## config.mk

```make
export PLATFORM = sky130hd
export DESIGN_NAME = assoc_branch_target_buffer
export DESIGN_NICKNAME = d
export VERILOG_FILES = /design/src/rtl/assoc_branch_target_buffer.sv
export SDC_FILE = /design/constraint.sdc
export NUM_CORES = 2
export LEC_CHECK = 0
export CAP_MARGIN = 20
export CORE_MARGIN = 3
export CORE_UTILIZATION = 40
export CTS_CLUSTER_DIAMETER = 60
export CTS_CLUSTER_SIZE = 16
export DETAILED_ROUTE_END_ITERATION = 8
export REMOVE_ABC_BUFFERS = 1
export SYNTH_ARGS = -nofsm -noshare
export SYNTH_HDL_FRONTEND = slang
export SYNTH_SLANG_ARGS = --single-unit
```

## constraint.sdc

```tcl
create_clock -name clk -period 7.3 [get_ports clk]
set_input_delay 1.095 -clock clk [delete_from_list [all_inputs] [get_ports clk]]
set_output_delay 1.095 -clock clk [all_outputs]
set_load 0.1 [all_outputs]
```

## src/rtl/assoc_branch_target_buffer.sv

```systemverilog
// Two-way set-associative branch target buffer.
// Combinational lookup on fetch_pc; single resolved-branch update port from execute.
// Each way holds valid, tag, target and a 2-bit saturating direction counter;
// each set holds one LRU bit naming the way to replace next.
module assoc_branch_target_buffer #(
  parameter int unsigned S_INDEX = 4
) (
  input  logic        clk,
  input  logic        rst,
  input  logic [31:0] fetch_pc,
  output logic        hit,
  output logic [31:0] target,
  output logic        predict_taken,
  input  logic        update_valid,
  input  logic [31:0] update_pc,
  input  logic        update_taken,
  input  logic [31:0] update_target,
  input  logic        invalidate_all
);

  localparam int unsigned SETS  = 2 ** S_INDEX;
  localparam int unsigned TAG_W = 30 - S_INDEX;

  logic [1:0]       valid_q [SETS];      // bit w = way w
  logic [SETS-1:0]  lru_q;
  logic [1:0]       ctr_q   [SETS][2];
  logic [TAG_W-1:0] tag_q   [SETS][2];
  logic [31:0]      tgt_q   [SETS][2];

  logic [S_INDEX-1:0] f_idx, u_idx;
  logic [TAG_W-1:0]   f_tag, u_tag;
  logic [1:0]         f_match, u_match;
  logic               u_hit, u_way, victim, wr_way;
  logic [1:0]         u_ctr;
  logic               unused_pc_bits;

  assign f_idx = fetch_pc[S_INDEX+1:2];
  assign f_tag = fetch_pc[31:S_INDEX+2];
  assign u_idx = update_pc[S_INDEX+1:2];
  assign u_tag = update_pc[31:S_INDEX+2];
  assign unused_pc_bits = ^{fetch_pc[1:0], update_pc[1:0]};

  // Lookup: tag compare on both ways of the fetch set, outputs zero on miss
  always_comb begin
    f_match[0]    = valid_q[f_idx][0] && (tag_q[f_idx][0] == f_tag);
    f_match[1]    = valid_q[f_idx][1] && (tag_q[f_idx][1] == f_tag);
    hit           = |f_match;
    target        = '0;
    predict_taken = 1'b0;
    if (f_match[0]) begin
      target        = tgt_q[f_idx][0];
      predict_taken = ctr_q[f_idx][0][1];
    end else if (f_match[1]) begin
      target        = tgt_q[f_idx][1];
      predict_taken = ctr_q[f_idx][1][1];
    end
  end

  // Update decode: matching way on hit, otherwise first invalid way or the LRU way
  always_comb begin
    u_match[0] = valid_q[u_idx][0] && (tag_q[u_idx][0] == u_tag);
    u_match[1] = valid_q[u_idx][1] && (tag_q[u_idx][1] == u_tag);
    u_hit      = |u_match;
    u_way      = u_match[1];
    u_ctr      = ctr_q[u_idx][u_way];
    if (!valid_q[u_idx][0])      victim = 1'b0;
    else if (!valid_q[u_idx][1]) victim = 1'b1;
    else                         victim = lru_q[u_idx];
    wr_way = u_hit ? u_way : victim;
  end

  // Control state: valid, LRU and counters; invalidate_all drops a coincident update
  always_ff @(posedge clk or posedge rst) begin
    if (rst) begin
      lru_q <= '0;
      for (int unsigned s = 0; s < SETS; s++) begin
        valid_q[s]  <= '0;
        ctr_q[s][0] <= '0;
        ctr_q[s][1] <= '0;
      end
    end else if (invalidate_all) begin
      lru_q <= '0;
      for (int unsigned s = 0; s < SETS; s++) begin
        valid_q[s] <= '0;
      end
    end else if (update_valid) begin
      if (u_hit) begin
        if (update_taken) begin
          if (u_ctr != 2'b11) ctr_q[u_idx][u_way] <= u_ctr + 2'd1;
        end else begin
          if (u_ctr != 2'b00) ctr_q[u_idx][u_way] <= u_ctr - 2'd1;
        end
        lru_q[u_idx] <= ~u_way;
      end else if (update_taken) begin
        valid_q[u_idx][victim] <= 1'b1;
        ctr_q[u_idx][victim]   <= 2'b10;
        lru_q[u_idx]           <= ~victim;
      end
    end
  end

  // Tag/target storage, unreset: writes while rst is high land in ways that stay invalid
  always_ff @(posedge clk) begin
    if (!invalidate_all && update_valid && update_taken) begin
      tgt_q[u_idx][wr_way] <= update_target;
      if (!u_hit) tag_q[u_idx][wr_way] <= u_tag;
    end
  end

endmodule
```

# After elaboration in Yosys (flattened, before gate mapping)

Memory sizes are Yosys's and may differ from the RTL's.
Index checks and enable logic that the tools add are counted.

Flip-flop bits (word level): 112
RAM bits: 1856
Word-level logic and storage cells: 173
Memories kept: 2

Memories:

| memory | words | bits a word | read ports | clocked after memory_dff | write ports | line | source |
|---|---|---|---|---|---|---|---|
| tgt_q  | 16    | 64          | 1          | 0                        | 1           | 28   | `logic [31:0] tgt_q [SETS][2];` |
| tag_q  | 16    | 52          | 2          | 0                        | 1           | 27   | `logic [TAG_W-1:0] tag_q [SETS][2];` |

Add/sub/neg operators: 2
$lt $le $gt $ge: 13
Equality and inequality tests: 7
Mux-type cells: 64
Bitwise gates (word level): 12
Reductions and logical operators: 24

Operators by type and width:

| kind               | count |
|---|---|
| $mux 64            | 6 |
| $mux 32            | 7 |
| $bwmux 64          | 2 |
| $eq 26x26->1       | 4 |
| $mux 16            | 4 |
| $or 32x32->32      | 2 |
| $mux 52            | 1 |
| $and 32x32->32     | 1 |
| $bmux 4 s4         | 2 |
| $bwmux 16          | 2 |
| $demux 32 s1       | 1 |
| $demux 4 s4        | 2 |
| $not 32->32        | 1 |
| $demux 26 s1       | 1 |
| $mux 26            | 1 |
| $mux 4             | 6 |
| $mux 2             | 10 |
| $bmux 2 s4         | 2 |
| $logic_and 1x1->1  | 12 |
| $mux 1             | 11 |
| $ge 5x5->1 const B | 2 |
| $not 4->5          | 2 |
| $reduce_bool 2->1  | 5 |
| $demux 2 s4        | 1 |
| 23 further kinds   | 34 |

# Logic depth before layout (Yosys ltp)

Word-level depth: 17
Mapped depth: 26
Mapped depth without buffers: 18

# Worst setup path after synthesis

Ideal clock, no wire load.

Path type: input to register
From: in update_pc[5]
To: mem tgt_q[0][32] (netlist name) (enable)
Arrival: 5844 ps
Required time: 6879 ps
Slack: 1035 ps
Stages on the path: 16
Cell sequence: buf_2 buf_2 buf_2 buf_4 buf_2 mux2i_1 a211oi_1 mux2i_4 xnor2_1 or4b_4 or3_1 a21o_1 or2_1 buf_2 buf_4 nor2_1

Word-level cells in the longest chain between the ends: 13

Ends and longest elaborated chain:

| element                                                | line | source |
|---|---|---|
| start, declared                                        | 15   | `input logic [31:0] update_pc,` |
| branches (longest 13 deep; another with $mem_v2 16x52) | --   |  |
| end, declared                                          | 28   |  |

Parallel ways; which one is timed is not known. The select of a mux whose other input is x is not followed.

# Worst setup path in the final report

From: in fetch_pc[2]
To: out target[5]

Word-level cells in the longest chain between the ends: 7

Ends and longest elaborated chain:

| element                                               | line | source |
|---|---|---|
| start, declared                                       | 10   | `input logic [31:0] fetch_pc,` |
| branches (longest 6 deep; another with $mem_v2 16x52) | --   |  |
| $mux 32 *                                             | 50   | `if (f_match[0]) begin` |
| end, declared                                         | 12   | `output logic [31:0] target,` |

Every way passes the cells marked *. The select of a mux whose other input is x is not followed.

==> metrics.txt <==
initial core utilization=0.404; Slew @ Worst Pin=1.12 ns; Skew-Pair Late Insertion Delay=0.80 ns; Seq pwr share=0.559; RSZ-0062 raised after global routing=false; DRT Wirelength=around 250000 um; nets=4580; Clock Path Buffers=3; hold crit path type=reg -> reg; post-route setup TNS=0 ns; RD Place Congestion=0.867; clock network fraction of total power=0.366; Cells after Synth=between 4000 and 5000; Net Switching=0.00491 W; Comb power frac=0.075; Max Slew Vio Count=0; Pint=approximately 0.017 W; maxcap violations=0; Vert. Die Dim=roughly 470 um; antenna violations before repair=13; dpl hpwl=145000 um; CORE AREA=0.211 mm^2; Clock Pin Slew Worst Setup and Hold Paths=0.07 ns; layout cell share with drive strength beyond 1=0.319; Async SR Flop Fraction=0.0569; element type at the critical path start=primary input; Peak VDD IR=0.000290 V; hold_buf cts=0; num ports=135; status=finished, final reports clean; Cell Area, Synth=0.0852 mm^2; Post-synth EDFFs=1856; sequential share of the synthesized area=0.687; Avg WL per Cell=~33 um; H-tree Lvls=4; dpl cell area=0.0925 mm^2; Post-Layout Inst Area=0.0975 mm^2; clock root buffer master=clkbuf_16; Tot Pwr=0.0222 W; CTS tree=built; Synth Flop Type=edfxtp_1; DR iter-0 viols=approximately 5600; Synth cell types=83; PwrDens=228 mW/mm^2; via count=45200; setup bufs post-CTS=0; Die X=467 um; critical path type=in -> out; total die area=0.218 mm^2; largest net degree at the start of global routing=124; clk_skew=approximately 0.036 ns; flop and latch count out of synthesis=1968; Critical Path RT=approximately 6.2 ns; # clock sinks=1968; Final Setup Violations=0; first-pass GRT wire length=about 350000 um; num rows=168; Net Sw Frac=0.221; synthesis-to-layout area growth=14.5%; Relative slew margins=0.250; synthesized area per cell=20.4 um^2; Final min period=6.59 ns; CP Max Fanout=34; All-Layer GR Usage=0.224; number of global-route vias before repair=45900; Final Cycle Share=0.903; TritonCTS Buffers=around 150; Port Buffers=130; drt drc=0; CTS resizes=0; endpoint class of the critical path=primary output; Final ANT Viol Nets=0; router iterations before antenna repair=6; Arrival @ worst endpoint=~5.5 ns; via/cell ratio=around 6; Warnings, synthesis=0; P_leak=31.0 nW; final hold viol count=0; grt total ovfl=0; fmax=152 MHz
layer usage:
metal	global-route usage	wire length, um	vias to the layer above
met5	0	34	-
met4	0.0677	8090	6
met3	0.0386	19500	391
met2	0.362	119000	2187
met1	0.313	100000	24500
li1	-	-	18100
per-stage QoR:
stage	std cells	utilization	worst slack [ns]	hold slack [ns]
floorplan	3900	-	1.07	0.451
global placement	7109	0.439	0.394	0.470
detailed placement	7110	0.439	0.323	0.482
global route	7351	0.463	0.623	0.511
finish	7357	0.463	0.711	0.497
CTS	7334	0.461	0.697	0.498
flip-flops by register name, indices dropped and copies added, names as in the netlist:
register,count
tgt_q,1024
tag_q,832
ctr_q,64
valid_q,32
lru_q,16
critical path, cell delays in order:
cell,delay [ns]
buf_8,0.38
buf_4,0.33
mux4_2,0.51
nor2b_1,0.14
a211oi_1,0.26
a21oi_1,0.13
xnor2_1,0.42
nand4_1,0.36
nor4_1,0.32
nand4_1,0.14
buf_4,0.31
nand3b_1,0.33
nand2_1,0.31
buf_12,0.22
final cells by class:
type	instances	area [um^2]
Fill cell	17600	113000
Timing Repair Buffer	422	5090
Clock buffer	181	4060
Antenna cell	6	15.0
Tap cell	2805	3510
Clock inverter	43	504
Inverter	21	81.3
Multi-Input combinational cell	1911	25700
Sequential cell	1968	58500
layout by cell type, fill, tap and decap left out, types with 17 or more instances in the layout:
cell                n
mux2i_1           159
nand3b_1           37
inv_1              18
nor2b_1            35
xnor2_1            77
nor2_1             64
edfxtp_1         1856
mux2_2             50
nand2_1           136
a22oi_1            29
buf_12            109
a21o_1             21
nand2b_1           42
clkbuf_16         162
a21oi_1            54
buf_4             200
xor2_1             45
mux4_2            770
o21ai_1            28
o41ai_1            17
dfrtp_1           112
nor2_4             65
clkdlybuf4s50_1    87
o21ai_0            84
clkbuf_1           21
o22ai_1            22
cell usage after synthesis (all sizes together) (3+ instances only):
library cell  instances  area, um^2
clkbuf              128         480
buf                 143         841
o22ai                22         138
dfrtp               112        2800
nand4                15        93.8
a21oi                57         304
or2                   7        43.8
nor2                129         492
a31oi                 4        25.0
or3                   9        61.3
xnor2                77         674
and2                  5        31.3
o21ai               121         636
xor2                 45         394
a211oi               13        97.6
a221o                 3        30.0
o211ai                5        51.3
nor3                 10        50.1
nor2b                36         225
or4                   3        26.3
nand2               137         517
nand3b               38         298
mux2i               160        1610
o31ai                 5        37.5
a221oi               14         129
a22o                  9        78.8
inv                  21        78.8
nand3                 8        45.0
mux4                770       17300
edfxtp             1856       55700
a21o                 21         158
o41ai                17         149
nor4                 11        68.8
a31o                  3        26.3
mux2                 53         601
o21a                  5        38.8
nand2b               43         277
a22oi                29         218
path summary, 6_finish.rpt:
path / start / end / slack [ns] / cells past startpoint
worst max register to register: tag_q[9][48] / tgt_q[4][57] / 1.91 / 14
min in group asynchronous: rst / lru_q[9] / 0.96 / 2
max in group asynchronous: rst / valid_q[1] / 5.29 / 4
worst max-delay path: fetch_pc[2] / target[5] / 0.71 / 14
worst min register to register: ctr_q[2] / ctr_q[2] / 0.50 / 1
worst min-delay path: ctr_q[2] / ctr_q[2] / 0.50 / 1
power groups by stage:
stage | logic, W | registers [W] | clock network, W
floorplan | 0.000756 | 0.0127 | 0
global placement | 0.00163 | 0.0127 | 0
detailed placement | 0.00165 | 0.0127 | 0
CTS | 0.00165 | 0.0124 | 0.00832
global route | 0.00176 | 0.0124 | 0.00872
finish | 0.00167 | 0.0124 | 0.00813
kinds of logic (layout without fill, tap and decap cells):
logic type                 after synthesis  after routing  share of synthesized area
other                                    0              6                          0
xor gates and xnor gates               122            122                     0.0125
adders and majority gates                2              2                   0.000294
AOI/OAI and AO/OA                      344            344                     0.0266
DFF                                   1968           1968                      0.687
muxes                                  983            983                      0.230
and+or+nand+nor                        460            460                     0.0272
buffers and inverters                  292            667                     0.0164
Note: power is estimated with default switching activity, not from simulation.
